===== src/rtl/fifo_umbrales.sv =====
// FIFO with programmable almost-full/almost-empty thresholds and a one-hot control FSM.
// Pop data is registered (1 edge); flags are combinational from registered count/state.
module fifo_umbrales #(
    parameter int BITNUMBER  = 8,
    parameter int DEPTH_LOG2 = 3,
    parameter int CNT_W      = DEPTH_LOG2 + 1
) (
    input  logic                 clk,
    input  logic                 reset,
    input  logic                 init,
    input  logic [CNT_W-1:0]     umbral_alto,
    input  logic [CNT_W-1:0]     umbral_bajo,
    input  logic                 push,
    input  logic [BITNUMBER-1:0] data_in,
    input  logic                 pop,
    output logic [BITNUMBER-1:0] data_out,
    output logic                 valid_out,
    output logic [CNT_W-1:0]     count,
    output logic                 full,
    output logic                 empty,
    output logic                 pause,
    output logic                 almost_empty,
    output logic                 can_pop,
    output logic                 error,
    output logic [4:0]           state
);

    localparam int              DEPTH     = 1 << DEPTH_LOG2;
    localparam logic [CNT_W-1:0] DEPTH_CNT = CNT_W'(DEPTH);

    typedef enum logic [4:0] {
        ST_RESET  = 5'b00001,
        ST_INIT   = 5'b00010,
        ST_IDLE   = 5'b00100,
        ST_ACTIVE = 5'b01000,
        ST_ERROR  = 5'b10000
    } state_t;

    state_t st, st_nx;

    logic [BITNUMBER-1:0]  mem [DEPTH];
    logic [DEPTH_LOG2-1:0] wr_ptr, rd_ptr;
    logic [CNT_W-1:0]      cnt, cnt_nx;
    logic [CNT_W-1:0]      alto_q, bajo_q, alto_clamped;
    logic                  op_en, overflow, underflow, do_push, do_pop, clear;

    // A zero or out-of-range high threshold would make pause meaningless; pin it to DEPTH.
    assign alto_clamped = (umbral_alto == '0 || umbral_alto > DEPTH_CNT) ? DEPTH_CNT : umbral_alto;

    assign full         = (cnt == DEPTH_CNT);
    assign empty        = (cnt == '0);
    assign pause        = (cnt >= alto_q);
    assign almost_empty = (cnt <= bajo_q);
    assign can_pop      = !empty && (st == ST_IDLE || st == ST_ACTIVE);
    assign error        = (st == ST_ERROR);
    assign count        = cnt;
    assign state        = st;

    always_comb begin
        op_en     = (st == ST_IDLE || st == ST_ACTIVE) && !init;
        underflow = op_en && pop && empty;
        overflow  = op_en && push && full && !pop;
        // An underflowing pop also discards a simultaneous push: no empty bypass.
        do_push   = op_en && push && !underflow && !overflow;
        do_pop    = op_en && pop && !empty;
        clear     = (st == ST_INIT) || (init && st != ST_RESET);
    end

    always_comb begin
        cnt_nx = cnt;
        case ({do_push, do_pop})
            2'b10:   cnt_nx = cnt + CNT_W'(1);
            2'b01:   cnt_nx = cnt - CNT_W'(1);
            default: cnt_nx = cnt;
        endcase
    end

    always_comb begin
        st_nx = st;
        case (st)
            ST_RESET: st_nx = ST_INIT;
            ST_INIT:  st_nx = init ? ST_INIT : ST_IDLE;
            ST_IDLE: begin
                if (init)                       st_nx = ST_INIT;
                else if (underflow || overflow) st_nx = ST_ERROR;
                else if (do_push)               st_nx = ST_ACTIVE;
            end
            ST_ACTIVE: begin
                if (init)                       st_nx = ST_INIT;
                else if (underflow || overflow) st_nx = ST_ERROR;
                else if (cnt_nx == '0)          st_nx = ST_IDLE;
            end
            ST_ERROR: if (init) st_nx = ST_INIT;
            default:  st_nx = ST_RESET;
        endcase
    end

    always_ff @(posedge clk or posedge reset) begin
        if (reset) begin
            st        <= ST_RESET;
            cnt       <= '0;
            wr_ptr    <= '0;
            rd_ptr    <= '0;
            data_out  <= '0;
            valid_out <= 1'b0;
            alto_q    <= DEPTH_CNT;
            bajo_q    <= '0;
        end else begin
            st        <= st_nx;
            valid_out <= do_pop;
            if (st == ST_INIT) begin
                alto_q <= alto_clamped;
                bajo_q <= umbral_bajo;
            end
            if (clear) begin
                cnt    <= '0;
                wr_ptr <= '0;
                rd_ptr <= '0;
            end else begin
                cnt <= cnt_nx;
                if (do_push) wr_ptr <= wr_ptr + DEPTH_LOG2'(1);
                if (do_pop) begin
                    rd_ptr   <= rd_ptr + DEPTH_LOG2'(1);
                    data_out <= mem[rd_ptr];
                end
            end
        end
    end

    // Storage is not reset; contents are don't-care until written.
    always_ff @(posedge clk) begin
        if (do_push) mem[wr_ptr] <= data_in;
    end

endmodule

===== config.mk =====
export PLATFORM = sky130hd
export DESIGN_NAME = fifo_umbrales
export DESIGN_NICKNAME = d
export VERILOG_FILES = /design/src/rtl/fifo_umbrales.sv
export SDC_FILE = /design/constraint.sdc
export NUM_CORES = 1
export LEC_CHECK = 0
export CORE_MARGIN = 4
export CORE_UTILIZATION = 50
export DETAILED_ROUTE_END_ITERATION = 7
export GPL_TIMING_DRIVEN = 0
export PLACE_DENSITY = 0.69
export SETUP_SLACK_MARGIN = 0.2
export SYNTH_ARGS = -nofsm -noshare
export SYNTH_HDL_FRONTEND = slang
export SYNTH_SLANG_ARGS = --single-unit

===== constraint.sdc =====
create_clock -name clk -period 5.2 [get_ports clk]
set_input_delay 1.04 -clock clk [delete_from_list [all_inputs] [get_ports clk]]
set_output_delay 1.04 -clock clk [all_outputs]
set_load 0.02 [all_outputs]

==> impl_results.md, run 1 <==
- Clock-pin slew on the worst setup and hold paths: 110 ps
- Antenna violations before repair: 0
- Top cells by area, synth: edfxtp_1 (44%), dfrtp_1 (17%), mux4_2 (8.3%), ha_1 (3.8%), mux2i_1 (2.3%)
- Worst-Skew Late Latency: 370 ps
- Crit Path Max Fanout: 6
- Iteration-0 DRC Markers: 155
- Crit path launch: pop
- R2R depth: 15
- Clock tree buffer depth: 2
- I/O Buffers: 43
- Gp weighted congestion: 0.833
- Diode count: 0
- FF+latch count, synth: 96
- H-tree levels: 3
- Area Overhead vs Synth: 19.2%
- Fin. max-slew vios: 0
- Primary FF master, synth: edfxtp_1
- First-pass GRT wire length: 12.9 mm
- CP Data Arrival Time: 3980 ps
- Vias per inst: 5.44
- CP required: 5460 ps
- Share of the synthesized area in the top cell type: 0.444
- Initial Util: 0.522
- Placed cells: 453
- Setup violations, final: 0
- Status: complete, no violations
- Worst setup EP type: register
- Number of setup buffers added after CTS: 0
- Final Hold Viols: 0
- Synth Warn #: 0
- TNS Setup: 0 ps
- Setup CP Type: in2reg
- Final HPWL DP: 5.59 mm
- Worst VDD drop: 0.000188 V
- Final min period: 3720 ps
- CTS root buf: clkbuf_8
- Die Ht: 101 um
- Die Span X: 101 um
- Vias after detailed routing: 2556
- EDFF count, synth: 64
- Synthesized area: 0.00433 mm^2
- Hold-fix buffers, CTS: 0
- Max-cap viol count: 0
- CTS tree: done
- Unrepaired setup endpoints after global routing: false
- Total power per unit cell area: 337 mW/mm^2
- Synth unique cells: 49
- Crit path launch type: primary input
- Cell leakage power: 1.95 nW
- Core area: 0.00830 mm^2
- Hold Path Depth: 2
- Die area: 0.0102 mm^2
- Antenna-violating nets left: 0
- Layout Skew: 17.3 ps
- Row count: 33
- Final Non-Filler Cells: 470
- Final period util: 0.715
- Most common cell in the netlist: edfxtp_1
- Post-CTS sizing: 0
- Gr ovfl total: 0
- WL/cell: 17.1 um
- Worst hold path type: reg2reg
- WHS Endpoint: data_out[5]
- Seq/Total Area, Yosys: 0.629
- Largest area contributor in the netlist: edfxtp_1
- Fraction of layout cells with a size suffix above 1: 0.170
- Synth cell count leaders: edfxtp_1 (64), dfrtp_1 (30), nand2_1 (17), o21ai_0 (17)
- Mapped Nets: 336
- Nets: 394
- Async S/R FF share, synth: 0.333
- Largest net degree at the start of global routing: 33
- Syn Inst Count: 302
- Post-route DRC: 0
- Headroom to the max-slew limit: 0.161
- Reg2Reg Setup Slack: 1640 ps
- Vias in the first global route: 2477
- Drt pass-1 iters: 4
- Measured slew at the worst slew-check pin: 1250 ps
- # IOs: 45
- Clock Sink Count: 96
- Fmax: 0.269 GHz
- RR Startpoint: state[1]
- Worst r2r dst: state[3]
- Syn Area/Cell: 14.3 um^2
- Final wirelength: 8.05 mm
- CTS Buf Count: 9
- Hold path start: data_out[5]
- Gr usage total: 0.167
==> layer usage <==
metal  GRT usage  part of all wire  vias to the layer above
met2       0.259              0.48                       55
met3      0.0291             0.051                        6
met1       0.239              0.46                     1248
met5           0                 0                        -
met4      0.0613             0.010                        0
li1            -                 -                     1247
==> metrics by stage <==
| step | hold slack [ps] | setup WS [ps] | total power [mW] | util | cell area, um^2 |
|---|---|---|---|---|---|
| floorplan | 450 | 1840 | 1.15 | - | 4330 |
| global placement | 465 | 843 | 1.26 | 0.589 | 4890 |
| detailed placement | 475 | 1110 | 1.27 | 0.595 | 4940 |
| CTS | 499 | 1500 | 1.75 | 0.619 | 5140 |
| global route | 512 | 1270 | 1.83 | 0.622 | 5160 |
| finish | 491 | 1480 | 1.74 | 0.622 | 5160 |
==> cell families after synthesis <==
family	after synthesis	share of synthesized area
DFF	96	0.629
and+or+nand+nor	82	0.104
AOI/OAI and AO/OA	43	0.0584
muxes	31	0.120
buffers and inverters	29	0.0344
adders and majority gates	13	0.0376
xor gates and xnor gates	8	0.0162
==> worst max-delay path by stage <==
| stage | endpoint | slack (ps) | cells after the start |
|---|---|---|---|
| global route | state[3] | 1270 | 13 |
| detailed placement | state[3] | 1110 | 13 |
| global placement | mem[2][6] | 840 | 6 |
| CTS | state[3] | 1500 | 13 |
| finish | state[3] | 1480 | 13 |
| floorplan | state[3] | 1840 | 14 |
==> worst max-delay path: stages <==
cell and delay, ps:
clkdlybuf4s50_1 500, nand3b_1 120, a21oi_1 140, nor3b_2 380, inv_2 140, ha_1 270, xor2_1 170, ha_1 200
a21oi_1 140, mux2i_1 230, xor2_1 210, o2111ai_1 190, a32o_1 240
==> power breakdown <==
part	leakage (nW)	switching [mW]	internal (mW)	total, mW
combinational	0.854	0.190	0.163	0.353
sequential	0.992	0.0291	0.869	0.898
clock	0.103	0.295	0.192	0.488
total	1.95	0.514	1.22	1.74
==> state kept, by name (all words and copies together) (netlist names) <==
name and cells:
alto_q 4, bajo_q 4, count 4, data_out 8
mem 64, rd_ptr 3, state 5, valid_out 1
wr_ptr 3
==> layout by cell type, fill, tap and decap left out, types with 4 or more instances in the layout <==
master	n
clkdlybuf4s50_1	43
clkbuf_8	9
mux2_2	4
buf_2	4
inv_1	9
nand2b_1	8
nand2_1	17
ha_1	13
mux2i_1	10
clkbuf_1	8
o21ai_0	17
nor2_1	16
nor2b_1	5
dfrtp_1	30
edfxtp_1	64
xor2_1	6
mux4_2	16
nand3_1	4
a21oi_1	13
nor3_1	9
==> layout make-up <==
type                       count  area, um^2
timing repair buffer          47         473
clock buffer                   9         124
inverter                      13        61.3
sequential                    96        2730
buffer                        16        87.6
clock inverter                 7        76.3
tap                          105         131
multi-input combinational    177        1480
fill                         653        3140
No activity file was read; power rests on OpenSTA's default activity.
==> run 2, diff against run 1 <==
Clock period 5.2 ns to 3.8 ns, I/O delays scaled along.
==> run 2 against run 1 <==
  * Critical endpoint unchanged
  * Via count increased by 0.35%
  * Combinational power is 38% higher
  * Final cell count stayed put
==> impl_results.md, run 2 (same netlist as run 1, synthesis figures left out) <==
- Initial Util: 0.522 (unchanged)
- Worst VDD drop: 0.000258 V (+37%)
- First-pass GRT wire length: 12.9 mm (unchanged)
- Headroom to the max-slew limit: 0.148 (-0.0135)
- CP cell instances: buf_6 > or2_1 > buf_6 > or3_4 > or3_4 > buf_6 > clkinv_8 > ha_4 > xor2_1 > ha_1 > a21oi_1 > mux2i_1 > xor2_1 > o2111ai_2 > a32o_1
- Crit-path max cell delay: 400 ps (-100 ps)
- Slowest CP cell: dfrtp_1
- Biggest register: mem
- Cell leakage power: 1.96 nW (+0.75%)
- Diode count: 0 (unchanged)
- Area Overhead vs Synth: 20.0%
- CP bufs+invs: 4 (+2)
- R2R depth: 15 (unchanged)
- CP Data Arrival Time: 3750 ps (-230 ps)
- Die Ht: 101 um (unchanged)
- CTS root buf: clkbuf_8
- Unrepaired setup endpoints after global routing: false
- Status: complete, no violations
- Fraction of layout cells with a size suffix above 1: 0.181 (+0.0110)
- WL/cell: 17.3 um (+0.96%)
- Largest net degree at the start of global routing: 33 (unchanged)
- Number of flip-flops under the largest register name: 64 (unchanged)
- Most common cell after layout, fill and taps aside: edfxtp_1
- Worst-Skew Late Latency: 360 ps (about the same)
- Total power per unit cell area: 457 mW/mm^2 (+36%)
- Drt pass-1 iters: 4 (unchanged)
- Iteration-0 DRC Markers: 136 (-12%)
- Antenna-violating nets left: 0 (unchanged)
- Core area: 0.00830 mm^2 (unchanged)
- CTS Buf Count: 9 (unchanged)
- Sequential cell area: 0.00273 mm^2 (unchanged)
- Hold path start: data_out[5]
- Vias in the first global route: 2477 (unchanged)
- Clock tree buffer depth: 2 (unchanged)
- Max-cap viol count: 0 (unchanged)
- Worst hold path type: reg2reg
- Worst setup EP type: register
- Fill count: 649 (-0.61%)
- Clock Sink Count: 96 (unchanged)
- # IOs: 45 (unchanged)
- I/O Buffers: 43 (unchanged)
- Final Power: 2.38 mW (+37%)
- Hold Path Depth: 2 (unchanged)
- Vias after detailed routing: 2565 (+0.35%)
- Fmax: 0.287 GHz
- CP top delay family: simple AND/OR/NAND/NOR gates
- Gr ovfl total: 0 (unchanged)
- Final period util: 0.918
- H-tree levels: 3 (unchanged)
- RR Startpoint: state[1]
- Clock-pin slew on the worst setup and hold paths: 110 ps (about the same)
- Crit path launch type: register
- Vias per inst: 5.46 (+0.35%)
- Die area: 0.0102 mm^2 (unchanged)
- Gp weighted congestion: 0.833 (unchanged)
- Layout Skew: 18.7 ps (+1.40 ps)
- Reg2Reg Setup Slack: 310 ps (-1330 ps)
- Critical Path Most Common Cell: buf_6
- Setup CP Type: reg2reg
- Final min period: 3490 ps
- TNS Setup: 0 ps (unchanged)
- Post-route DRC: 0 (unchanged)
- Measured slew at the worst slew-check pin: 1270 ps (+20.1 ps)
- Multi-input logic area: 0.00152 mm^2 (+2.3%)
- Gr usage total: 0.167 (unchanged)
- CP required: 4060 ps (-1400 ps)
- Crit Path Max Fanout: 8 (+2)
- Finished Core Util: 0.626 (+0.00407)
- Worst r2r dst: state[3]
- Setup violations, final: 0 (unchanged)
- Nets: 394 (unchanged)
- Final HPWL DP: 5.59 mm (unchanged)
- WHS Endpoint: data_out[5]
- Die Span X: 101 um (unchanged)
- Final Hold Viols: 0 (unchanged)
- Row count: 33 (unchanged)
- Final wirelength: 8.13 mm (+0.96%)
- Commonest cells after routing, fill and taps aside: edfxtp_1 (64), clkdlybuf4s50_1 (43), dfrtp_1 (30)
- Fin. max-slew vios: 0 (unchanged)
- Antenna violations before repair: 0 (unchanged)
- CTS tree: done
[run 2: worst max path at each step]
stage	start	to	slack, ps	cells past startpoint
finish	state[1]	state[3]	310	15
global route	state[1]	state[3]	180	14
CTS	state[1]	state[3]	220	15
detailed placement	pop	state[3]	-6	13
global placement	push	mem[2][6]	-280	6
floorplan	count[1]	state[3]	440	14
[run 2: final cells by class]
class / count / share of cell area
flip-flops and latches: 96 / 0.525
multi-input cells: 177 / 0.292
repair buffers: 47 / 0.0910
well taps: 105 / 0.0253
clock buffers: 9 / 0.0238
plain buffers: 16 / 0.0169
clock inverters: 7 / 0.0147
inverters: 13 / 0.0118
[run 2: power by group]
part / total [mW] / leakage (nW) / switching (mW) / internal, mW
clock: 0.661 / 0.103 / 0.398 / 0.263
sequential: 1.23 / 0.992 / 0.0403 / 1.19
combinational: 0.486 / 0.869 / 0.262 / 0.224
[run 2: repair_timing]
action | 4_1_cts | 5_1_grt
endpoints found under the setup margin | 0 | 2
hold buffers | 0 | 0
setup buffers | 0 | 0
gates resized for setup | 0 | 6
[run 2: metal layers]
metal	up-vias	GRT usage	wire length [um]
met2	49	0.259	3980
li1	1251	-	-
met4	0	0.0613	74
met5	-	0	0
met3	6	0.0291	412
met1	1259	0.239	3660
[run 2: through the flow]
step | setup slack (ps) | std cells | hold slack (ps) | area, um^2
6_report | 310 | 470 | 491 | 5190
3_5_place_dp | -5.66 | 453 | 475 | 4940
4_1_cts | 223 | 469 | 499 | 5140
5_1_grt | 176 | 470 | 512 | 5190
3_3_place_gp | -277 | 450 | 465 | 4890
2_1_floorplan | 444 | 302 | 450 | 4330
[run 2: worst register-to-register path, stage by stage, from the launching register on]
cell       delay (ps)
dfrtp_1           400
buf_6             140
or2_1             230
buf_6             130
or3_4             360
or3_4             400
buf_6             150
clkinv_8           60
ha_4              150
xor2_1             70
ha_1              200
a21oi_1           140
mux2i_1           230
xor2_1            280
o2111ai_2         200
a32o_1            250
==> run 3, diff against run 2 <==
Settings changed: CTS_BUF_LIST set to sky130_fd_sc_hd__clkbuf_8.
==> results of run 3 <==
Same layout as run 2: the final DEF is identical, and so are final timing and power.
